**src/rtl/ddr_frame_arbiter.sv**
```systemverilog
// ddr_frame_arbiter: schedules DDR burst commands for the camera write FIFO and
// the display read FIFO. Round-robin on contention. Tracks ping-pong frame buffers.
//
// state | meaning
// IDLE  | nothing outstanding; waits for init_done and a request
// ARB   | chooses write or read and captures the command address
// CMD   | cmd_en held high until the controller accepts
// WAIT  | burst data phase in flight; waits for burst_done
module ddr_frame_arbiter #(
    parameter int BURST_LEN    = 128,
    parameter int FRAME_WORDS  = 786432,
    parameter int FRAME_STRIDE = 'h0100000,
    parameter int RFIFO_DEPTH  = 1024,
    parameter int CNT_W        = 11,
    parameter int ADDR_W       = 28
) (
    input  logic              clk,
    input  logic              rst_n,
    input  logic              init_done,
    input  logic              wr_frame_start,
    input  logic              rd_frame_start,
    input  logic [CNT_W-1:0]  wfifo_level,
    input  logic [CNT_W-1:0]  rfifo_level,
    output logic              cmd_en,
    output logic              cmd_wr,
    output logic [ADDR_W-1:0] cmd_addr,
    output logic [7:0]        cmd_len,
    input  logic              cmd_rdy,
    input  logic              burst_done,
    output logic              wr_buf,
    output logic              rd_buf,
    output logic              busy
);

    localparam logic [CNT_W-1:0]  WR_LVL   = CNT_W'(BURST_LEN);
    localparam logic [CNT_W-1:0]  RD_LVL   = CNT_W'(RFIFO_DEPTH - BURST_LEN);
    localparam logic [ADDR_W-1:0] FRAME_W  = ADDR_W'(FRAME_WORDS);
    localparam logic [ADDR_W-1:0] BURST_W  = ADDR_W'(BURST_LEN);
    localparam logic [ADDR_W-1:0] STRIDE_W = ADDR_W'(FRAME_STRIDE);

    typedef enum logic [1:0] {IDLE, ARB, CMD, WAIT} state_t;

    state_t            state, state_nx;
    logic [ADDR_W-1:0] wr_off, rd_off;
    logic [ADDR_W-1:0] wr_addr, rd_addr;
    logic              wr_active, last_wr, wr_pend, rd_pend;
    logic              wr_req, rd_req, grant_wr, accept;
    logic              wr_hold, rd_hold, wr_apply, rd_apply, wr_buf_nx;

    assign cmd_len  = 8'(BURST_LEN - 1);

    // The offset guards keep requests from running past the end of a frame.
    assign wr_req   = wr_active && (wr_off < FRAME_W) && (wfifo_level >= WR_LVL);
    assign rd_req   = (rd_off < FRAME_W) && (rfifo_level <= RD_LVL);
    assign grant_wr = wr_req && (!rd_req || !last_wr);
    assign accept   = (state == CMD) && cmd_rdy;
    assign wr_addr  = (wr_buf ? STRIDE_W : '0) + wr_off;
    assign rd_addr  = (rd_buf ? STRIDE_W : '0) + rd_off;

    // Frame starts wait while their own burst is in flight. Both sides also wait
    // in ARB, so the address being captured cannot change under the grant.
    assign wr_hold  = (state == ARB) ||
                      (cmd_wr && ((state == CMD) || ((state == WAIT) && !burst_done)));
    assign rd_hold  = (state == ARB) ||
                      (!cmd_wr && ((state == CMD) || ((state == WAIT) && !burst_done)));
    assign wr_apply = (wr_frame_start || wr_pend) && !wr_hold;
    assign rd_apply = (rd_frame_start || rd_pend) && !rd_hold;
    // A partial frame keeps its buffer and is overwritten by the next frame.
    assign wr_buf_nx = (wr_apply && (wr_off == FRAME_W)) ? ~wr_buf : wr_buf;

    // State register
    always_ff @(posedge clk or negedge rst_n) begin
        if (!rst_n) state <= IDLE;
        else        state <= state_nx;
    end

    // Next-state and command strobes
    always_comb begin
        state_nx = state;
        cmd_en   = 1'b0;
        busy     = 1'b0;
        case (state)
            IDLE: if (init_done && (wr_req || rd_req)) state_nx = ARB;
            ARB:  state_nx = (init_done && (wr_req || rd_req)) ? CMD : IDLE;
            CMD: begin
                cmd_en = 1'b1;
                if (cmd_rdy) state_nx = WAIT;
            end
            WAIT: begin
                busy = 1'b1;
                if (burst_done) state_nx = IDLE;
            end
            default: state_nx = IDLE;
        endcase
    end

    // Capture the grant on ARB exit; remember the last accepted direction
    always_ff @(posedge clk or negedge rst_n) begin
        if (!rst_n) begin
            cmd_wr   <= 1'b0;
            cmd_addr <= '0;
            last_wr  <= 1'b0;
        end else begin
            if ((state == ARB) && (state_nx == CMD)) begin
                cmd_wr   <= grant_wr;
                cmd_addr <= grant_wr ? wr_addr : rd_addr;
            end
            if (accept) last_wr <= cmd_wr;
        end
    end

    // Write side: frame start handling and offset advance
    always_ff @(posedge clk or negedge rst_n) begin
        if (!rst_n) begin
            wr_off    <= '0;
            wr_active <= 1'b0;
            wr_buf    <= 1'b0;
            wr_pend   <= 1'b0;
        end else if (wr_apply) begin
            wr_off    <= '0;
            wr_active <= 1'b1;
            wr_buf    <= wr_buf_nx;
            wr_pend   <= 1'b0;
        end else begin
            if (wr_frame_start) wr_pend <= 1'b1;
            if (accept && cmd_wr) begin
                wr_off <= wr_off + BURST_W;
                if (wr_off + BURST_W == FRAME_W) wr_active <= 1'b0;
            end
        end
    end

    // Read side: always reads the buffer opposite the (possibly just updated) write buffer
    always_ff @(posedge clk or negedge rst_n) begin
        if (!rst_n) begin
            rd_off  <= '0;
            rd_buf  <= 1'b1;
            rd_pend <= 1'b0;
        end else if (rd_apply) begin
            rd_off  <= '0;
            rd_buf  <= ~wr_buf_nx;
            rd_pend <= 1'b0;
        end else begin
            if (rd_frame_start) rd_pend <= 1'b1;
            if (accept && !cmd_wr) rd_off <= rd_off + BURST_W;
        end
    end

endmodule

```
**config.mk**
```make
export PLATFORM = sky130hd
export DESIGN_NAME = ddr_frame_arbiter
export DESIGN_NICKNAME = d
export VERILOG_FILES = /design/src/rtl/ddr_frame_arbiter.sv
export SDC_FILE = /design/constraint.sdc
export NUM_CORES = 1
export LEC_CHECK = 0
export CAP_MARGIN = 20
export CORE_MARGIN = 5
export CORE_UTILIZATION = 50
export CTS_BUF_LIST = sky130_fd_sc_hd__clkbuf_8
export DETAILED_ROUTE_END_ITERATION = 12
export GPL_TIMING_DRIVEN = 0
export PLACE_DENSITY = 0.73
export SLEW_MARGIN = 20
export SYNTH_ARGS = -nofsm -noshare
export SYNTH_HDL_FRONTEND = slang
export SYNTH_SLANG_ARGS = --single-unit
```
**constraint.sdc**
```tcl
create_clock -name clk -period 3.4 [get_ports clk]
set_input_delay 0.34 -clock clk [delete_from_list [all_inputs] [get_ports clk]]
set_output_delay 0.34 -clock clk [all_outputs]
set_load 0.03 [all_outputs]
```
# --- Word-level counts from Yosys, hierarchy flattened ---
# Index checks and enable logic that the tools add are counted.
word_totals:
  register_bits: 93
  inputBits: 29
  output_inout_bits: 41
  wordCells: 84
classes:
  add_sub_neg: 4
  magnitude_cmp: 4
  eq_ne: 6
  muxes: 22
  bitwise_logic: 2
  reduce_logical: 35
ops:
  columns: ["op", "n"]
  rows:
  - ["28-bit 2-to-1 mux", 5]
  - ["21-bit by 28-bit adder with 28-bit output", 2]
  - ["28-bit by 8-bit adder with 28-bit output (second input constant)", 2]
  - ["28-bit by 20-bit equality test with 1-bit output (second input constant)", 2]
  - ["28-bit by 20-bit < comparator with 1-bit output (second input constant)", 2]
  - ["21-bit 2-to-1 mux", 2]
  - ["1-bit logical AND", 15]
  - ["11-bit by 8-bit >= comparator with 1-bit output (second input constant)", 1]
  - ["11-bit by 10-bit less-or-equal comparator with 1-bit output (second input constant)", 1]
  - ["1-bit 2-to-1 mux", 10]
  - ["2-bit nonzero test", 5]
  - ["2-bit 2-to-1 mux", 4]
  - ["2-bit case mux with 4 select lines", 1]
  - ["1-bit logical OR", 7]
  - ["2-bit equality test (second input constant)", 3]
  - ["1-bit zero test", 6]
  - ["2-bit by 1-bit equality test with 1-bit output (second input constant)", 1]
  - ["2-bit zero test", 1]
  - ["1-bit inverter", 2]
  - ["2-bit AND reduction", 1]

# --- Logic depth before layout (Yosys ltp) ---
depth:
  depth_word: 10
  depth_mapped: 9
  mapped_depth_nobuf: 7

# --- Least setup slack after synthesis ---
# OpenSTA, ideal clock, no wires.
synth_path:
  path_type: "register -> register"
  start: "reg state[0]"
  end: "reg wr_active"
  setup_ns: 0.144
  arrival_ns: 2.227
  required_ns: 3.256
  path_slack_ns: 1.029
  stages_incl_launch_ff: 8
  path_buffers: 1
  period_less_slack_ns: 2.371
  path_cell_list: "dfrtp_1 > clkbuf_1 > nor2b_1 > nand3_1 > a2111oi_0 > nand4_1 > a2111oi_0 > a41oi_1"
synth_between:
  elab_chain_len: 9
  word_cells_on_any_way: 15
  cone_classes: "3 x eq/ne; 1 x mux; 11 x reduce/logical"
synth_rtl:
  columns: ["item", "line", "text"]
  rows:
  - ["start, declared", "43", "state_t state, state_nx;"]
  - ["start signal, assigned", "74", "else state <= state_nx;"]
  - ["2-bit equality test", "63", "(cmd_wr && ((state == CMD) || ((state == WAIT) && !burst_done)));"]
  - ["1-bit logical AND", "63", null]
  - ["1-bit logical OR", "63", null]
  - ["1-bit logical AND", "63", null]
  - ["1-bit logical OR", "62", "assign wr_hold = (state == ARB) ||"]
  - ["1-bit zero test", "66", "assign wr_apply = (wr_frame_start || wr_pend) && !wr_hold;"]
  - ["1-bit logical AND", "66", null]
  - ["2-bit nonzero test (no source line)", null, null]
  - ["2-bit AND reduction (no source line)", null, null]
  - ["end signal, assigned", "116", "wr_active <= 1'b0;"]
  - ["end signal, assigned", "121", "wr_active <= 1'b1;"]
  - ["end signal, assigned", "128", "if (wr_off + BURST_W == FRAME_W) wr_active <= 1'b0;"]
  - ["end, declared", "46", "logic wr_active, last_wr, wr_pend, rd_pend;"]
# Parallel ways exist; a longest one is shown, timed or not.
# A chain may end at the register's enable or synchronous reset.

# --- Worst setup path in the final report ---
layout_path:
  start: "reg wr_off[8]"
  end: "reg wr_active"
layout_between:
  elab_chain_len: 4
layout_rtl:
  columns: ["item", "line", "text"]
  rows:
  - ["start, declared", "44", "logic [ADDR_W-1:0] wr_off, rd_off;"]
  - ["start signal, assigned", "127", "wr_off <= wr_off + BURST_W;"]
  - ["28-bit by 8-bit adder with 28-bit output", "128", null]
  - ["28-bit by 20-bit equality test with 1-bit output", "128", null]
  - ["2-bit nonzero test (no source line)", null, null]
  - ["2-bit AND reduction (no source line)", null, null]
# No other way between the ends.

==> key figures <==
Run status
  • Status: completed

Job
  • Max cap viols: 0

Timing
  • Worst-margin pin slew: 0.5353 ns
  • WHS: 0.4308 ns
  • Fmax achieved: 356.1 MHz
  • Final setup fails: 0
  • Final worst clock skew: 0.008733 ns
  • Final worst-path cycle share: 82.60%
  • Slew Limit Fails: 0
  • Max transition margin: 63.39%
  • Unrepaired setup endpoints after global routing: no
  • Period minus WS final: 2.808 ns
  • Setup TNS: 0 ns
  • Final hold violations: 0

Route
  • Wire length per cell: 15.69 microns
  • Drt initial violations: 218
  • DRT Pass-1 Iters: 7
  • Vias per cell: 5.619
  • DRC: 0
  • Vias: 3568
  • Final antenna-violating net count: 0
  • Final wirelength: 9966 microns

Setup path
  • Worst EP required: 3.61 ns
  • Max FO, Critical Path: 10
  • CP startpoint: wr_off[8]
  • Crit Path Category: reg -> reg
  • Critical R2R Launch: wr_off[8]
  • Worst setup EP type: register
  • Worst Reg-to-Reg Cells: 8
  • Worst EP arrival: 3.01 ns
  • Worst setup SP type: register

Logic synthesis
  • Syn_area_per_cell: 8.926 sq um
  • Synthesized area: 4061 sq um
  • Ys async rst share: 100.0%
  • Ys flop type: dfrtp_1
  • Post-synthesis register bit count: 72
  • Synth area leaders: dfrtp_1, mux2i_1, o21ai_0
  • Synth area leader: dfrtp_1
  • Mapped Cells: 455
  • Post-synthesis sequential area ratio: 44.39%
  • Most frequent cells after synthesis: dfrtp_1, nand2_1, nor2_1, o21ai_0, mux2i_1
  • Ys Warns: 0
  • Post-synth top area share: 43.75%
  • Post-synth EDFFs: 0
  • Most common cell in the netlist: dfrtp_1
  • Cell variety after synth: 48

Die
  • Die H: 100.1 microns
  • Die Area: 10030 sq um
  • IO Pins: 70
  • Initial Util: 52.02%
  • Core ar.: 7807 sq um
  • Row count: 32
  • Die width: 100.1 microns

Placed design
  • HPWL Detailed: 7190 microns
  • GP Congestion: 0.8877
  • PortBufs: 47

Power
  • Leak Pwr: 0.002209 uW
  • P per Cell Area: 484.0 nW/um^2
  • Max VDD drop: 0.2489 mV

CTS
  • Post-CTS setup buffer count: 0
  • Root Driver: clkbuf_8
  • Worst-skew pair later-pin latency: 0.35 ns
  • Post-CTS Resized: 0
  • Clock sink count: 72
  • CTS hold repair buffers: 1
  • TritonCTS clock tree: done
  • H-tree depth: 3
  • Clock transition at path regs: 0.08 ns
  • Total CTS buffers: 9
  • Max Root-Sink Buffers: 2

Global route
  • Vias in the first global route: 3394
  • Grt total ovfl: 0
  • GRT Util Overall: 20.84%
  • First-pass GRT wire length: 16740 microns
  • Largest net degree at the start of global routing: 50
  • Initial antenna violation count: 0

Cells and area
  • Layout cells sized above 1: 8.443%
  • Area grow syn2layout: 22.21%
  • Antenna cells: 0
  • Final nets: 563

Worst hold path
  • Hold Crit Class: in -> async
==> where the power goes <==
| group | switching (uW) | internal [uW] | total, uW | leakage (uW) |
|---|---|---|---|---|
| sequential | 55.9 | 912 | 968 | 0.000986 |
| combinational | 442 | 234 | 676 | 0.00111 |
| clock | 328 | 429 | 757 | 0.000112 |
| total | 826 | 1580 | 2400 | 0.00221 |
==> worst paths after layout <==
check                               endpoint  slack [ns]
worst max-delay path               wr_active        0.59
worst min-delay path              rd_off[12]        0.43
worst max register to register     wr_active        0.59
worst min register to register  cmd_addr[10]        0.49
max in group asynchronous             rd_buf        2.37
min in group clk                cmd_addr[10]        0.49
==> through the flow <==
step / instance area (sq um) / total power, uW / utilization, % / setup slack, ns / std cells
global route: 4964 / 2539 / 63.57 / 0.4289 / 635
floorplan: 4110 / 1418 / - / 1.029 / 468
global placement: 4708 / 1642 / 60.30 / -0.4980 / 617
finish: 4964 / 2402 / 63.57 / 0.5917 / 635
detailed placement: 4733 / 1655 / 60.62 / 0.6800 / 618
CTS: 4964 / 2413 / 63.57 / 0.6607 / 635
==> layer usage <==
metal / up-vias / wire (microns) / global-route usage, % / share of wire [%]
li1: 1718 / - / - / -
met1: 1707 / 4641 / 30.00 / 47
met2: 128 / 4549 / 32.11 / 46
met3: 15 / 634 / 3.892 / 6.4
met4: 0 / 140 / 6.218 / 1.4
met5: - / 0 / 0 / 0
==> cell families (layout without fill, tap and decap cells) <==
logic type	count (synthesis)	count (layout)	synth area share, %
and+or+nand+nor	190	190	23.01
AOI/OAI and AO/OA	92	92	13.43
DFF	72	72	44.39
buffers and inverters	48	113	6.716
muxes	23	23	5.668
xor gates and xnor gates	22	22	4.744
adders and majority gates	6	6	1.848
other	2	15	0.1849
==> final cells by class <==
cell class	instances	area [sq um]
Clock buffer	10	137.6
Tap cell	102	127.6
Inverter	6	22.52
Buffer	42	250.2
Fill cell	693	2844
Sequential cell	72	1803
Clock inverter	6	82.58
Multi-Input combinational cell	348	2034
Timing Repair Buffer	49	505.5
==> worst max-delay path, stage by stage, from the launching register on <==
cell and delay (ns):
dfrtp_1 0.52, ha_1 0.33, and4_1 0.21, buf_2 0.20, nand2_1 0.07, a2111oi_0 0.50
nand4_1 0.14, a2111oi_0 0.52, a41oi_1 0.17
==> cells in the final DEF, fill, tap and decap left out, types with 6 or more instances in the layout <==
master	netlist	layout
o21ai_1	9	9
xor2_1	13	13
o31ai_1	9	9
clkbuf_8	0	10
o21ai_0	46	46
ha_1	6	6
dfrtp_1	71	71
nand2_1	53	53
nor3_1	10	10
inv_1	6	6
and2_1	11	11
clkbuf_1	20	20
a21oi_1	9	9
conb_1	2	15
nand3_1	20	20
clkdlybuf4s50_1	0	46
buf_4	15	16
xnor2_1	9	9
mux2i_1	23	23
nand4_1	13	13
nor2_1	47	47
and3_1	8	8
==> flip-flops by register name (all words and copies together) (netlist names) <==
| name | flops |
|---|---|
| cmd_addr | 21 |
| cmd_wr | 1 |
| wr_off | 21 |
| state | 2 |
| wr_active | 1 |
| rd_buf | 1 |
| rd_off | 21 |
| rd_pend | 1 |
| wr_pend | 1 |
| last_wr | 1 |
| wr_buf | 1 |
Power figures use the tool's default switching activity.
